[src/rtl/alu_div_seq.sv]
// Multi-cycle restoring divider, one quotient bit per clock, unsigned by default.
// Define ALU_DIV_SIGNED_EN to add the signed_op port for two's-complement divides.
module alu_div_seq #(
    parameter int WIDTH = 32
) (
    input  logic             clk,
    input  logic             rst,
    input  logic             start,
`ifdef ALU_DIV_SIGNED_EN
    input  logic             signed_op,
`endif
    input  logic [WIDTH-1:0] dividend,
    input  logic [WIDTH-1:0] divisor,
    output logic             busy,
    output logic             done,
    output logic [WIDTH-1:0] quotient,
    output logic [WIDTH-1:0] remainder,
    output logic             div_by_zero
);
    localparam int CW = $clog2(WIDTH);

    typedef enum logic [1:0] {S_IDLE, S_RUN, S_ZERO, S_FIN} state_t;

    state_t           state, state_nx;
    logic [CW-1:0]    cnt;
    logic [WIDTH-1:0] p;
    logic [WIDTH-1:0] q;
    logic [WIDTH-1:0] d;
    logic             neg_q, neg_r;

    logic [WIDTH-1:0] a_mag, b_mag;
    logic             cap_neg_q, cap_neg_r;

    logic [WIDTH:0]   p_sh;
    logic [WIDTH-1:0] sub_r;
    logic             sub_c;
    logic             no_borrow;
    logic [WIDTH-1:0] p_nx, q_nx;
    logic [WIDTH-1:0] q_res, r_res;

`ifdef ALU_DIV_SIGNED_EN
    always_comb begin
        a_mag     = (signed_op && dividend[WIDTH-1]) ? -dividend : dividend;
        b_mag     = (signed_op && divisor[WIDTH-1])  ? -divisor  : divisor;
        cap_neg_q = signed_op & (dividend[WIDTH-1] ^ divisor[WIDTH-1]);
        cap_neg_r = signed_op & dividend[WIDTH-1];
    end
`else
    assign a_mag     = dividend;
    assign b_mag     = divisor;
    assign cap_neg_q = 1'b0;
    assign cap_neg_r = 1'b0;
`endif

    // WIDTH+1-bit trial P - {0,D}: a set top bit of the shifted remainder always
    // clears the divisor, otherwise the low WIDTH-bit subtract decides the carry.
    assign p_sh      = {p, q[WIDTH-1]};
    assign {sub_c, sub_r} = {1'b0, p_sh[WIDTH-1:0]} + {1'b0, ~d} + {{WIDTH{1'b0}}, 1'b1};
    assign no_borrow = p_sh[WIDTH] | sub_c;
    assign p_nx      = no_borrow ? sub_r : p_sh[WIDTH-1:0];
    assign q_nx      = {q[WIDTH-2:0], no_borrow};
    assign q_res     = neg_q ? -q_nx : q_nx;
    assign r_res     = neg_r ? -p_nx : p_nx;

    always_comb begin
        state_nx = state;
        busy     = 1'b0;
        done     = 1'b0;
        case (state)
            S_IDLE: if (start) state_nx = (divisor == '0) ? S_ZERO : S_RUN;
            S_RUN: begin
                busy = 1'b1;
                if (cnt == '0) state_nx = S_FIN;
            end
            S_ZERO: begin
                done     = 1'b1;
                state_nx = S_IDLE;
            end
            S_FIN: begin
                done     = 1'b1;
                state_nx = S_IDLE;
            end
            default: state_nx = S_IDLE;
        endcase
    end

    always_ff @(posedge clk) begin
        if (rst) begin
            state       <= S_IDLE;
            cnt         <= '0;
            p           <= '0;
            q           <= '0;
            d           <= '0;
            neg_q       <= 1'b0;
            neg_r       <= 1'b0;
            quotient    <= '0;
            remainder   <= '0;
            div_by_zero <= 1'b0;
        end else begin
            state <= state_nx;
            case (state)
                S_IDLE: if (start) begin
                    cnt         <= CW'(WIDTH - 1);
                    p           <= '0;
                    q           <= a_mag;
                    d           <= b_mag;
                    neg_q       <= cap_neg_q;
                    neg_r       <= cap_neg_r;
                    div_by_zero <= 1'b0;
                    // Results must be visible in the single ZERO cycle, so write them now.
                    if (divisor == '0) begin
                        quotient    <= '1;
                        remainder   <= dividend;
                        div_by_zero <= 1'b1;
                    end
                end
                S_RUN: begin
                    p <= p_nx;
                    q <= q_nx;
                    if (cnt != '0) begin
                        cnt <= cnt - CW'(1);
                    end else begin
                        quotient  <= q_res;
                        remainder <= r_res;
                    end
                end
                default: ;
            endcase
        end
    end

endmodule

[config.mk]
export PLATFORM = sky130hd
export DESIGN_NAME = alu_div_seq
export DESIGN_NICKNAME = d
export VERILOG_FILES = /design/src/rtl/alu_div_seq.sv
export SDC_FILE = /design/constraint.sdc
export NUM_CORES = 1
export LEC_CHECK = 0
export CELL_PAD_IN_SITES_DETAIL_PLACEMENT = 1
export CELL_PAD_IN_SITES_GLOBAL_PLACEMENT = 2
export CORE_MARGIN = 2
export CORE_UTILIZATION = 34
export CTS_BUF_LIST = sky130_fd_sc_hd__clkbuf_8 sky130_fd_sc_hd__clkbuf_16
export CTS_CLUSTER_DIAMETER = 150
export DETAILED_ROUTE_END_ITERATION = 6
export PLACE_DENSITY = 0.95
export SETUP_SLACK_MARGIN = 0.05
export SLEW_MARGIN = 20
export SYNTH_ARGS = -nofsm -noshare
export SYNTH_HDL_FRONTEND = slang
export SYNTH_SLANG_ARGS = --single-unit
[constraint.sdc]
create_clock -name clk -period 4 [get_ports clk]
set_clock_uncertainty 0.05 [all_clocks]
set_input_delay 0.4 -clock clk [delete_from_list [all_inputs] [get_ports clk]]
set_output_delay 0.4 -clock clk [all_outputs]
set_load 0.1 [all_outputs]
# Word-level counts from Yosys, hierarchy flattened
# Cells that the tools add are included.
# Widths: inputs -> output; s select.
[op_classes] n_mux=23 reduce_logical=11 n_eq_ne=8 addsub=3 bitwise_logic=2
[ops] op="$mux 32" count=9
[ops] op="$pmux 32 s2" count=4
[ops] op="$add 32x32->33" count=1
[ops] op="$add 33x1->33 const B" count=1
[ops] op="$logic_not 32->1" count=1
[ops] op="$not 32->32" count=1
[ops] op="$mux 5" count=2
[ops] op="$ne 2x2->1 const B" count=5
[ops] op="$pmux 5 s2" count=1
[ops] op="$mux 2" count=3
[ops] op="$pmux 2 s3" count=1
[ops] op="$reduce_and 2->1" count=3
[ops] op="$logic_not 5->1" count=1
[ops] op="$reduce_bool 5->1" count=1
[ops] op="$sub 5x1->5 const B" count=1
[ops] op="$eq 2x2->1 const B" count=2
[ops] op="$reduce_and 4->1" count=1
[ops] op="$mux 1" count=3
[ops] op="$reduce_and 3->1" count=1
[ops] op="$eq 2x1->1 const B" count=1
[ops] op="$logic_not 2->1" count=1
[ops] op="$reduce_bool 2->1" count=1
[ops] op="$reduce_or 2->1" count=1
[ops] op="$or 1x1->1" count=1
[totals] elab_cells=55 output_inout_bits=67 ff_bits=168

# Longest topological paths before layout
# Gate-level depths: netlist (run 1).
[logic_depth] depth_word=7 depth_mapped=14 depth_no_buf=12

# Least setup slack after synthesis (run 1)
# Ideal clock, no wire load.
[synth_timing] kind="register -> register" from="register q[31]" to="register remainder[2]" arrival_time_ns=2.515 path_slack_ns=1.303 t_required_ns=3.818 period_less_slack_ns=2.697 path_buffers=2 path_stages_with_launch=15 cell_sequence="dfxtp_1 -> inv_1 -> ha_1 -> fa_1 -> nand2b_1 -> a21oi_1 -> o2111ai_1 -> nand2_1 -> a21bo_1 -> buf_2 -> buf_6 -> mux2i_1 -> nor2_1 -> a211oi_1 -> nor3_1"
[synth_between] elab_chain_cells=6
[synth_rtl] item="start: declaration" line_no="27" source="logic [WIDTH-1:0] q;"
[synth_rtl] item="start signal: assignment" line_no="105" source="q <= a_mag;"
[synth_rtl] item="start signal: assignment" line_no="119" source="q <= q_nx;"
[synth_rtl] item="$add 32x32->33 *" line_no="58" source="assign {sub_c, sub_r} = {1'b0, p_sh[WIDTH-1:0]} + {1'b0, ~d} + {{WIDTH{1'b0}}, 1'b1};"
[synth_rtl] item="$add 33x1->33 *" line_no="58"
[synth_rtl] item="$or 1x1->1" line_no="59" source="assign no_borrow = p_sh[WIDTH] | sub_c;"
[synth_rtl] item="$mux 32 *" line_no="60" source="assign p_nx = no_borrow ? sub_r : p_sh[WIDTH-1:0];"
[synth_rtl] item="$mux 32 *" line_no="120" source="if (cnt != '0) begin"
[synth_rtl] item="$pmux 32 s2 *" line_no="101" source="case (state)"
[synth_rtl] item="end signal: assignment" line_no="113" source="remainder <= dividend;"
[synth_rtl] item="end signal: assignment" line_no="124" source="remainder <= r_res;"
[synth_rtl] item="end: declaration" line_no="17" source="output logic [WIDTH-1:0] remainder,"
# Every way passes the cells marked *; elsewhere a longest branch is shown, timed or not. The select of a mux whose other input is x is not followed.
# A chain may end at the register's enable or synchronous reset.

# Worst setup path in the final report (run 1)
[layout_timing] from="register q[31]" to="register remainder[16]"
# Same word-level chain as after synthesis.

==> metrics.csv, run 1 <==
metric,value,unit
layout cells sized above 1,5.93,%
Starting Density,34.7,%
count of buffers from port buffering,133,
Ant. Diodes,0,
Synth Flop Type,dfxtp_1,
Post-Synthesis Net Count,1194,
largest net degree at the start of global routing,92,
GRT Residual Overflow,0,
Ys Warns,0,
Die Ht,162,um
endpoints failing hold,0,
WP data arrival,3820,ps
DRT antenna net count,0,
total track usage,21.0,%
FMAX,279,MHz
"Seq/Total Area, Yosys",39.8,%
Root Buffer,clkbuf_16,
outcome,completed,
CP Capture Type,flop,
Syn Inst Count,1092,
synth unique cells,64,
DIE AREA,0.0262,sq mm
core area,0.0244,sq mm
Worst IR Drop VDD,330,uV
final max-slew violation count,0,
Setup CP Type,reg -> reg,
# resized after CTS,0,
hold crit path type,reg -> reg,
Filler cells,2908,
vias in the first global route,8109,
max_cap viols,0,
DP HPWL,19900,um
worst slew pin tran,1030,ps
DRC violations left,0,
Worst-Skew Late Latency,440,ps
Post-Syn Area,0.00846,sq mm
Avg Synthesized Cell Area,7.75,sq um
WP data required,4240,ps
Hold Buf Count CTS,0,
Clock transition at path regs,70,ps
Worst Setup Start Kind,flop,
DRT iter0 DRCs,513,
Clock Sinks,168,
gpl congestion,0.894,
Max Fanout on Critical Path,11,
Slew headroom,31.0,%
CTS tree,yes,
LEAKAGE,3.95,nW
setup repair bufs after CTS,0,
number of top-level pins,134,
Total Wirelength,27300,um
Final #Nets,1287,
cts bufs inserted,17,
final period utilization,89.6,%
unrepaired setup endpoints after global routing,no,
initial antenna violation count,0,
Final setup viols,0,
Die Width,162,um
row count,57,
Via Count,8074,
Via density,5.31,
H-tree Lvls,4,
Post-Route Setup TNS,0,ps
clk buf depth,2,
wire per inst,18.0,um
first-pass GRT wire length,44100,um
#FFs+latches synth,168,
Non-Filler Instances,1521,
PwrDens,621,mW/mm^2
area grow syn2layout,26.0,%
"EDFF count, synth",0,
First-pass DRT Iterations,5,
Post-synth ARST share,0,%
Cell Count Post-Placement,1490,
min Tclk post-route,3580,ps
-- per-layer routing --
| metal | global-route usage [%] | wire length, um | vias up |
|---|---|---|---|
| met3 | 2.83 | 972 | 26 |
| li1 | - | - | 4015 |
| met4 | 5.39 | 355 | 0 |
| met2 | 33.0 | 12200 | 175 |
| met1 | 30.3 | 13800 | 3858 |
| met5 | 0 | 0 | - |
-- final timing paths --
kind / start / end / slack (ps) / cells after the start
hold reg to reg: d[23]$_SDFFE_PP0P_ / d[23]$_SDFFE_PP0P_ / 410 / 2
hold / removal: d[23]$_SDFFE_PP0P_ / d[23]$_SDFFE_PP0P_ / 410 / 2
setup / recovery: q[31]$_SDFFE_PP0P_ / remainder[16]$_SDFFE_PP0P_ / 420 / 13
setup reg to reg: q[31]$_SDFFE_PP0P_ / remainder[16]$_SDFFE_PP0P_ / 420 / 13
-- registers in the layout, summed over array words and instances, names as in the netlist --
register and cells:
p 32, quotient 32, remainder 32, div_by_zero 1
q 32, state 2, cnt 5, d 32
-- critical path: stages, from the launching register on --
cell,delay [ps]
dfxtp_1,410
inv_1,70
ha_1,230
fa_1,400
nand2b_1,190
a21oi_1,290
o2111ai_1,220
nand2_1,210
a21bo_1,450
buf_4,310
mux2i_1,240
nor2_1,90
a21oi_1,180
a211oi_1,90
-- report_power, final --
group	internal, mW	switching (mW)	leakage [nW]
registers	1.84	0.136	1.37
logic	1.01	1.81	2.27
clock network	1.06	0.760	0.305
-- Yosys cell counts, drive strengths merged, types with 2 or more instances --
cell type,instances,share of area [%]
a2111oi,2,0.30
a211oi,55,4.9
a21boi,2,0.18
a21o,10,0.90
a21oi,126,7.6
a311oi,42,4.3
a31oi,7,0.70
and2,4,0.30
and3,5,0.38
buf,20,1.2
clkbuf,53,2.4
dfxtp,168,40
ha,34,5.0
inv,43,1.9
mux2i,10,1.2
nand2,208,9.3
nand2b,10,0.74
nand3,4,0.24
nand3b,4,0.36
nand4,8,0.59
nor2,142,6.5
nor3,20,1.2
nor4,10,0.74
o211a,2,0.24
o211ai,8,0.71
o21a,3,0.27
o21ai,30,1.8
o21bai,5,0.44
o31ai,2,0.18
or2,4,0.30
or3,2,0.15
xnor2,18,1.9
xor2,14,1.4
-- final cells by class --
type / instances / area, sq um / area share, %
repair buffers: 147 / 1440 / 13.6
multi-input cells: 808 / 4650 / 43.6
well taps: 324 / 405 / 3.80
clock buffers: 17 / 425 / 3.99
flip-flops and latches: 168 / 3360 / 31.6
inverters: 43 / 161 / 1.51
clock inverters: 14 / 210 / 1.97
-- metrics by stage --
| stage | area [sq um] | setup slack [ps] | util, % | power (mW) | hold slack [ps] |
|---|---|---|---|---|---|
| floorplan | 8460 | 1300 | - | 4.07 | 386 |
| global placement | 10000 | 516 | 41.1 | 4.72 | 392 |
| detailed placement | 10000 | 432 | 41.1 | 4.78 | 398 |
| CTS | 10700 | 395 | 43.7 | 6.63 | 408 |
| global route | 10700 | 168 | 43.7 | 6.99 | 427 |
| finish | 10700 | 417 | 43.7 | 6.61 | 405 |
-- placed cells by master (no fill, tap or decap), types with 9 or more instances in the layout --
cell	Yosys	layout
a211oi_1	55	55
a21o_1	9	9
a21oi_1	123	123
a311oi_1	42	42
buf_4	1	15
clkbuf_16	0	17
clkdlybuf4s50_1	0	131
dfxtp_1	168	168
ha_1	34	34
inv_1	43	43
mux2i_1	10	10
nand2_1	207	206
nand2b_1	10	9
nor2_1	139	138
nor3_1	20	20
nor4_1	10	10
o21ai_0	27	27
xnor2_1	18	18
xor2_1	14	14
-- cell families (layout without fill, tap and decap cells) --
logic type | after synthesis | in the layout | share of synthesized area, %
AND/OR/NAND/NOR | 425 | 425 | 21.2
AO/OA/AOI/OAI | 306 | 306 | 23.8
multiplexers | 10 | 10 | 1.18
flip-flops | 168 | 168 | 39.8
XOR/XNOR | 32 | 32 | 3.31
buffers and inverters | 116 | 221 | 5.50
adder cells (fa/ha/maj) | 35 | 35 | 5.27
Note: power is estimated with default switching activity, not from simulation.
==> inputs of run 2 (changes only) <==
Settings changed: GPL_TIMING_DRIVEN set to 0, SKIP_LAST_GASP set to 1.
==> run 2 against run 1 <==
- sequential power about the same
- wire length grew 13%
- combinational power grew 3%
- cell count grew 3.9%
- non-clock buffer count grew 58
- largest power group unchanged
==> metrics.csv, run 2 (synthesis results as in run 1) <==
metric,value,unit
first-pass GRT wire length,47900,um
P_sw,2.84,mW
minimum hold slack,406,ps
# resized after CTS,0,
Logic pwr share,44.2,%
clk buf depth,2,
outcome,completed,
Final Util,44.2,%
cell-internal power,3.70,mW
gpl congestion,0.871,
endpoints failing hold,0,
hold crit path type,reg -> reg,
R2R Setup Slk,490,ps
most frequent cells in the layout,"207 x nand2_1, 168 x dfxtp_1, 139 x nor2_1, 132 x clkdlybuf4s50_1, 123 x a21oi_1",
reg2reg start,q[31]$_SDFFE_PP0P_,
final max-slew violation count,0,
Via density,5.31,
DIE AREA,0.0262,sq mm
Worst IR Drop VDD,234,uV
H-tree Lvls,4,
Hold Crit Start,d[25]$_SDFFE_PP0P_,
layout cells sized above 1,5.41,%
PwrDens,607,mW/mm^2
CTS tree,yes,
number of top-level pins,134,
Switching Share,43.4,%
cells on worst reg2reg path,13,
WP data required,3550,ps
Post-Route Setup TNS,0,ps
max_cap viols,0,
"Power, Total",6.54,mW
row count,57,
Slew headroom,34.0,%
GRT Residual Overflow,0,
fin area,0.0108,sq mm
Clock Sinks,168,
hold depth,2,
met2 usage,40.2,%
Ant. Diodes,0,
Final setup viols,0,
Max Fanout on Critical Path,10,
clock share of power,25.5,%
Worst-Skew Late Latency,450,ps
Final #Nets,1345,
Setup CP Type,reg -> out,
worst-path cell chain,nand2b_1 -> clkbuf_1 -> inv_1 -> clkbuf_1 -> clkdlybuf4s50_1,
critical path's slowest cell,clkdlybuf4s50_1,
sequential power share,30.3,%
met3 usage,3.29,%
Die Ht,162,um
Buffers & Inverters on Critical Path,4,
DP HPWL,24200,um
LEAKAGE,4.01,nW
met1 GRT Util,31.4,%
WP data arrival,3330,ps
unrepaired setup endpoints after global routing,no,
CP top delay family,buffers and inverters,
core area,0.0244,sq mm
"Largest stage delay, worst path",1250,ps
Root Buffer,clkbuf_16,
DRC violations left,0,
worst slew pin tran,988,ps
setup repair bufs after CTS,0,
Place WS,54.4,ps
wire per inst,19.5,um
total track usage,23.6,%
Clock transition at path regs,70,ps
worst r2r dst,p[29]$_SDFFE_PP0P_,
min Tclk post-route,3780,ps
area grow syn2layout,27.4,%
largest net degree at the start of global routing,19,
CP Depth,5,
cts bufs inserted,17,
Die Width,162,um
Via Count,8386,
Cell Count Post-Placement,1548,
vias in the first global route,8486,
First-pass DRT Iterations,4,
Total Wirelength,30700,um
GR peak layer,met2,
Starting Density,34.7,%
placed cell area,0.0102,sq mm
Hold Buf Count CTS,0,
FMAX,265,MHz
count of buffers from port buffering,132,
CP Capture Type,output pin,
"commonest non-fill, non-tap cell in the layout",nand2_1,
Non-Filler Instances,1580,
final worst slack,224,ps
final period utilization,94.4,%
DRT antenna net count,0,
DRT iter0 DRCs,421,
hold worst-path end,d[25]$_SDFFE_PP0P_,
Worst Setup Start Kind,flop,
initial antenna violation count,0,
Filler cells,2980,
critical path's most frequent cell,clkbuf_1,
run 2: final cells by class:
| type | instances | area, sq um | area share [%] |
|---|---|---|---|
| multi-input combinational | 808 | 4630 | 43.0 |
| sequential | 168 | 3360 | 31.2 |
| timing repair buffer | 132 | 1320 | 12.3 |
| clock buffer | 17 | 425 | 3.95 |
| tap | 324 | 405 | 3.76 |
| buffer | 73 | 304 | 2.82 |
| clock inverter | 15 | 161 | 1.50 |
| inverter | 43 | 161 | 1.50 |
run 2: per-layer routing:
| layer | routed length, um | vias to the layer above |
|---|---|---|
| li1 | - | 4137 |
| met3 | 1180 | 35 |
| met4 | 616 | 0 |
| met1 | 14400 | 4030 |
| met2 | 14500 | 184 |
| met5 | 0 | - |
run 2: tightest hold or removal path: stages, from the launching register on:
cell and delay (ps):
dfxtp_1 310, nand2_1 50, a21oi_1 50
run 2: power by group through the flow:
stage	logic (mW)	clock network [mW]	registers, mW
floorplan	1.80	0	2.27
global placement	2.80	0	2.01
detailed placement	2.85	0	2.02
CTS	2.87	1.67	1.98
global route	3.14	1.74	2.00
finish	2.89	1.67	1.98
run 2: worst max-delay path by stage:
stage	start	endpoint
3_5_place_dp	divisor[31]	remainder[2]$_SDFFE_PP0P_
5_1_grt	state[0]$_SDFFE_PP0P_	busy
6_report	state[0]$_SDFFE_PP0P_	busy
4_1_cts	state[1]$_SDFFE_PP0P_	busy
2_1_floorplan	q[31]$_SDFFE_PP0P_	remainder[2]$_SDFFE_PP0P_
3_3_place_gp	divisor[31]	remainder[6]$_SDFFE_PP0P_
==> inputs of run 3 (changes only) <==
--- a/config.mk
+++ b/config.mk
@@ -8,5 +8,4 @@
 export CELL_PAD_IN_SITES_DETAIL_PLACEMENT = 1
 export CELL_PAD_IN_SITES_GLOBAL_PLACEMENT = 2
-export CORE_MARGIN = 2
 export CORE_UTILIZATION = 34
 export CTS_BUF_LIST = sky130_fd_sc_hd__clkbuf_8 sky130_fd_sc_hd__clkbuf_16
==> constraint.sdc (replaced) <==
create_clock -name clk -period 4 [get_ports clk]
set_clock_uncertainty 0.05 [all_clocks]
set_input_delay 0.8 -clock clk [delete_from_list [all_inputs] [get_ports clk]]
set_output_delay 0.8 -clock clk [all_outputs]
set_load 0.1 [all_outputs]
==> run 3 against run 2 <==
- sequential power barely moved
- first-iteration DRC count fell by 2.4%
- clock power is essentially flat
- critical endpoint unchanged
- die area is 2.5% lower
- count of clock-buffer cells in the layout stayed put
- design area about the same
- largest power group unchanged
==> metrics.csv, run 3 (synthesis results as in run 1) <==
metric,value,unit
WP data arrival,2960,ps
cells on worst reg2reg path,13,
reg2reg start,q[31]$_SDFFE_PP0P_,
hold depth,2,
Post-Route Setup TNS,0,ps
"commonest non-fill, non-tap cell in the layout",nand2_1,
min Tclk post-route,3810,ps
First-pass DRT Iterations,5,
outcome,completed,
Worst IR Drop VDD,255,uV
Buffers & Inverters on Critical Path,4,
Hold Buf Count CTS,0,
Max Fanout on Critical Path,10,
hold worst-path end,d[24]$_SDFFE_PP0P_,
Final setup viols,0,
gpl congestion,0.852,
Die Ht,160,um
GRT Residual Overflow,0,
wire per inst,19.2,um
FMAX,262,MHz
initial antenna violation count,0,
worst slew pin tran,1000,ps
Total Wirelength,30300,um
layout cells sized above 1,5.49,%
core area,0.0244,sq mm
CP top delay family,buffers and inverters,
final period utilization,95.4,%
R2R Setup Slk,560,ps
H-tree Lvls,4,
setup repair bufs after CTS,0,
Place WS,-375,ps
critical path's most frequent cell,clkbuf_1,
DP HPWL,24200,um
Starting Density,34.7,%
DIE AREA,0.0255,sq mm
"Largest stage delay, worst path",920,ps
critical path's slowest cell,dlygate4sd2_1,
LEAKAGE,4.00,nW
cell-internal power,3.70,mW
Clock Sinks,168,
Root Buffer,clkbuf_16,
Logic pwr share,44.3,%
hold crit path type,reg -> reg,
final max-slew violation count,0,
total track usage,24.4,%
"Power, Total",6.51,mW
WP data required,3150,ps
PwrDens,605,mW/mm^2
Clock transition at path regs,70,ps
worst-path cell chain,nand2b_1 -> clkbuf_1 -> inv_1 -> clkbuf_1 -> dlygate4sd2_1,
row count,57,
area grow syn2layout,27.4,%
Hold Crit Start,d[24]$_SDFFE_PP0P_,
clock share of power,25.2,%
Worst-Skew Late Latency,440,ps
P_sw,2.81,mW
DRT iter0 DRCs,411,
Worst Setup Start Kind,flop,
endpoints failing hold,0,
Switching Share,43.2,%
largest net degree at the start of global routing,19,
Final #Nets,1345,
count of buffers from port buffering,132,
number of top-level pins,134,
most frequent cells in the layout,"207 x nand2_1, 168 x dfxtp_1, 139 x nor2_1, 131 x clkdlybuf4s50_1, 123 x a21oi_1",
first-pass GRT wire length,48400,um
CP Capture Type,output pin,
Die Width,160,um
CTS tree,yes,
CP Depth,5,
unrepaired setup endpoints after global routing,no,
Via density,5.28,
DRT antenna net count,0,
sequential power share,30.5,%
final worst slack,186,ps
cts bufs inserted,17,
Setup CP Type,reg -> out,
worst r2r dst,p[29]$_SDFFE_PP0P_,
max_cap viols,0,
vias in the first global route,8622,
Ant. Diodes,0,
clk buf depth,2,
Slew headroom,33.1,%
DRC violations left,0,
Via Count,8348,
## run 3: worst max path at each step
stage | start | slack [ps] | to
floorplan | q[31]$_SDFFE_PP0P_ | 1300 | remainder[2]$_SDFFE_PP0P_
global placement | divisor[31] | -300 | remainder[8]$_SDFFE_PP0P_
detailed placement | divisor[31] | -380 | remainder[6]$_SDFFE_PP0P_
CTS | divisor[31] | 80 | remainder[6]$_SDFFE_PP0P_
global route | state[0]$_SDFFE_PP0P_ | 90 | busy
finish | state[0]$_SDFFE_PP0P_ | 190 | busy
## run 3: worst register-to-register path, cell delays in order (launching register included)
cell       delay [ps]
dfxtp_1           400
inv_1              70
ha_1              220
fa_1              410
nand2b_1          190
a21oi_1           310
o2111ai_1         250
nand2_1           230
a21bo_1           140
buf_2             190
buf_6             200
nor2_4            110
a32oi_1           390
a211oi_1          140
## run 3: per-stage QoR
| step | std cells | area, sq um | hold slack (ps) | utilization, % |
|---|---|---|---|---|
| 2_1_floorplan | 1092 | 8460 | 386 | - |
| 3_3_place_gp | 1548 | 10200 | 394 | 41.8 |
| 3_5_place_dp | 1548 | 10200 | 401 | 41.8 |
| 4_1_cts | 1580 | 10800 | 412 | 44.2 |
| 5_1_grt | 1580 | 10800 | 428 | 44.2 |
| 6_report | 1580 | 10800 | 408 | 44.2 |
## run 3: final cells by class
class	count	area, sq um
Timing Repair Buffer	132	1320
Clock buffer	17	425
Fill cell	3002	13600
Tap cell	324	405
Buffer	73	304
Sequential cell	168	3360
Inverter	43	161
Clock inverter	15	160
Multi-Input combinational cell	808	4630
## run 3: power groups by stage
| stage | clock network (mW) | registers (mW) | logic (mW) |
|---|---|---|---|
| after floorplan | 0 | 2.27 | 1.80 |
| after global placement | 0 | 2.01 | 2.80 |
| after detailed placement | 0 | 2.02 | 2.85 |
| after CTS | 1.66 | 1.98 | 2.88 |
| after global routing | 1.73 | 2.00 | 3.15 |
| final | 1.64 | 1.99 | 2.89 |
## run 3: repair_timing
| action | in CTS | in global routing |
|---|---|---|
| endpoints found under the hold margin | 0 | 0 |
| pin swaps | 0 | 0 |
| endpoints found under the setup margin | 1 | 36 |
| resized for setup | 1 | 1 |
## run 3: metal layers
metal	vias up	share of wire [%]	GRT usage, %
met5	-	0	0
met4	0	2.6	8.17
met3	47	4.4	4.21
met2	220	47	40.9
met1	3951	46	31.6
li1	4130	-	-
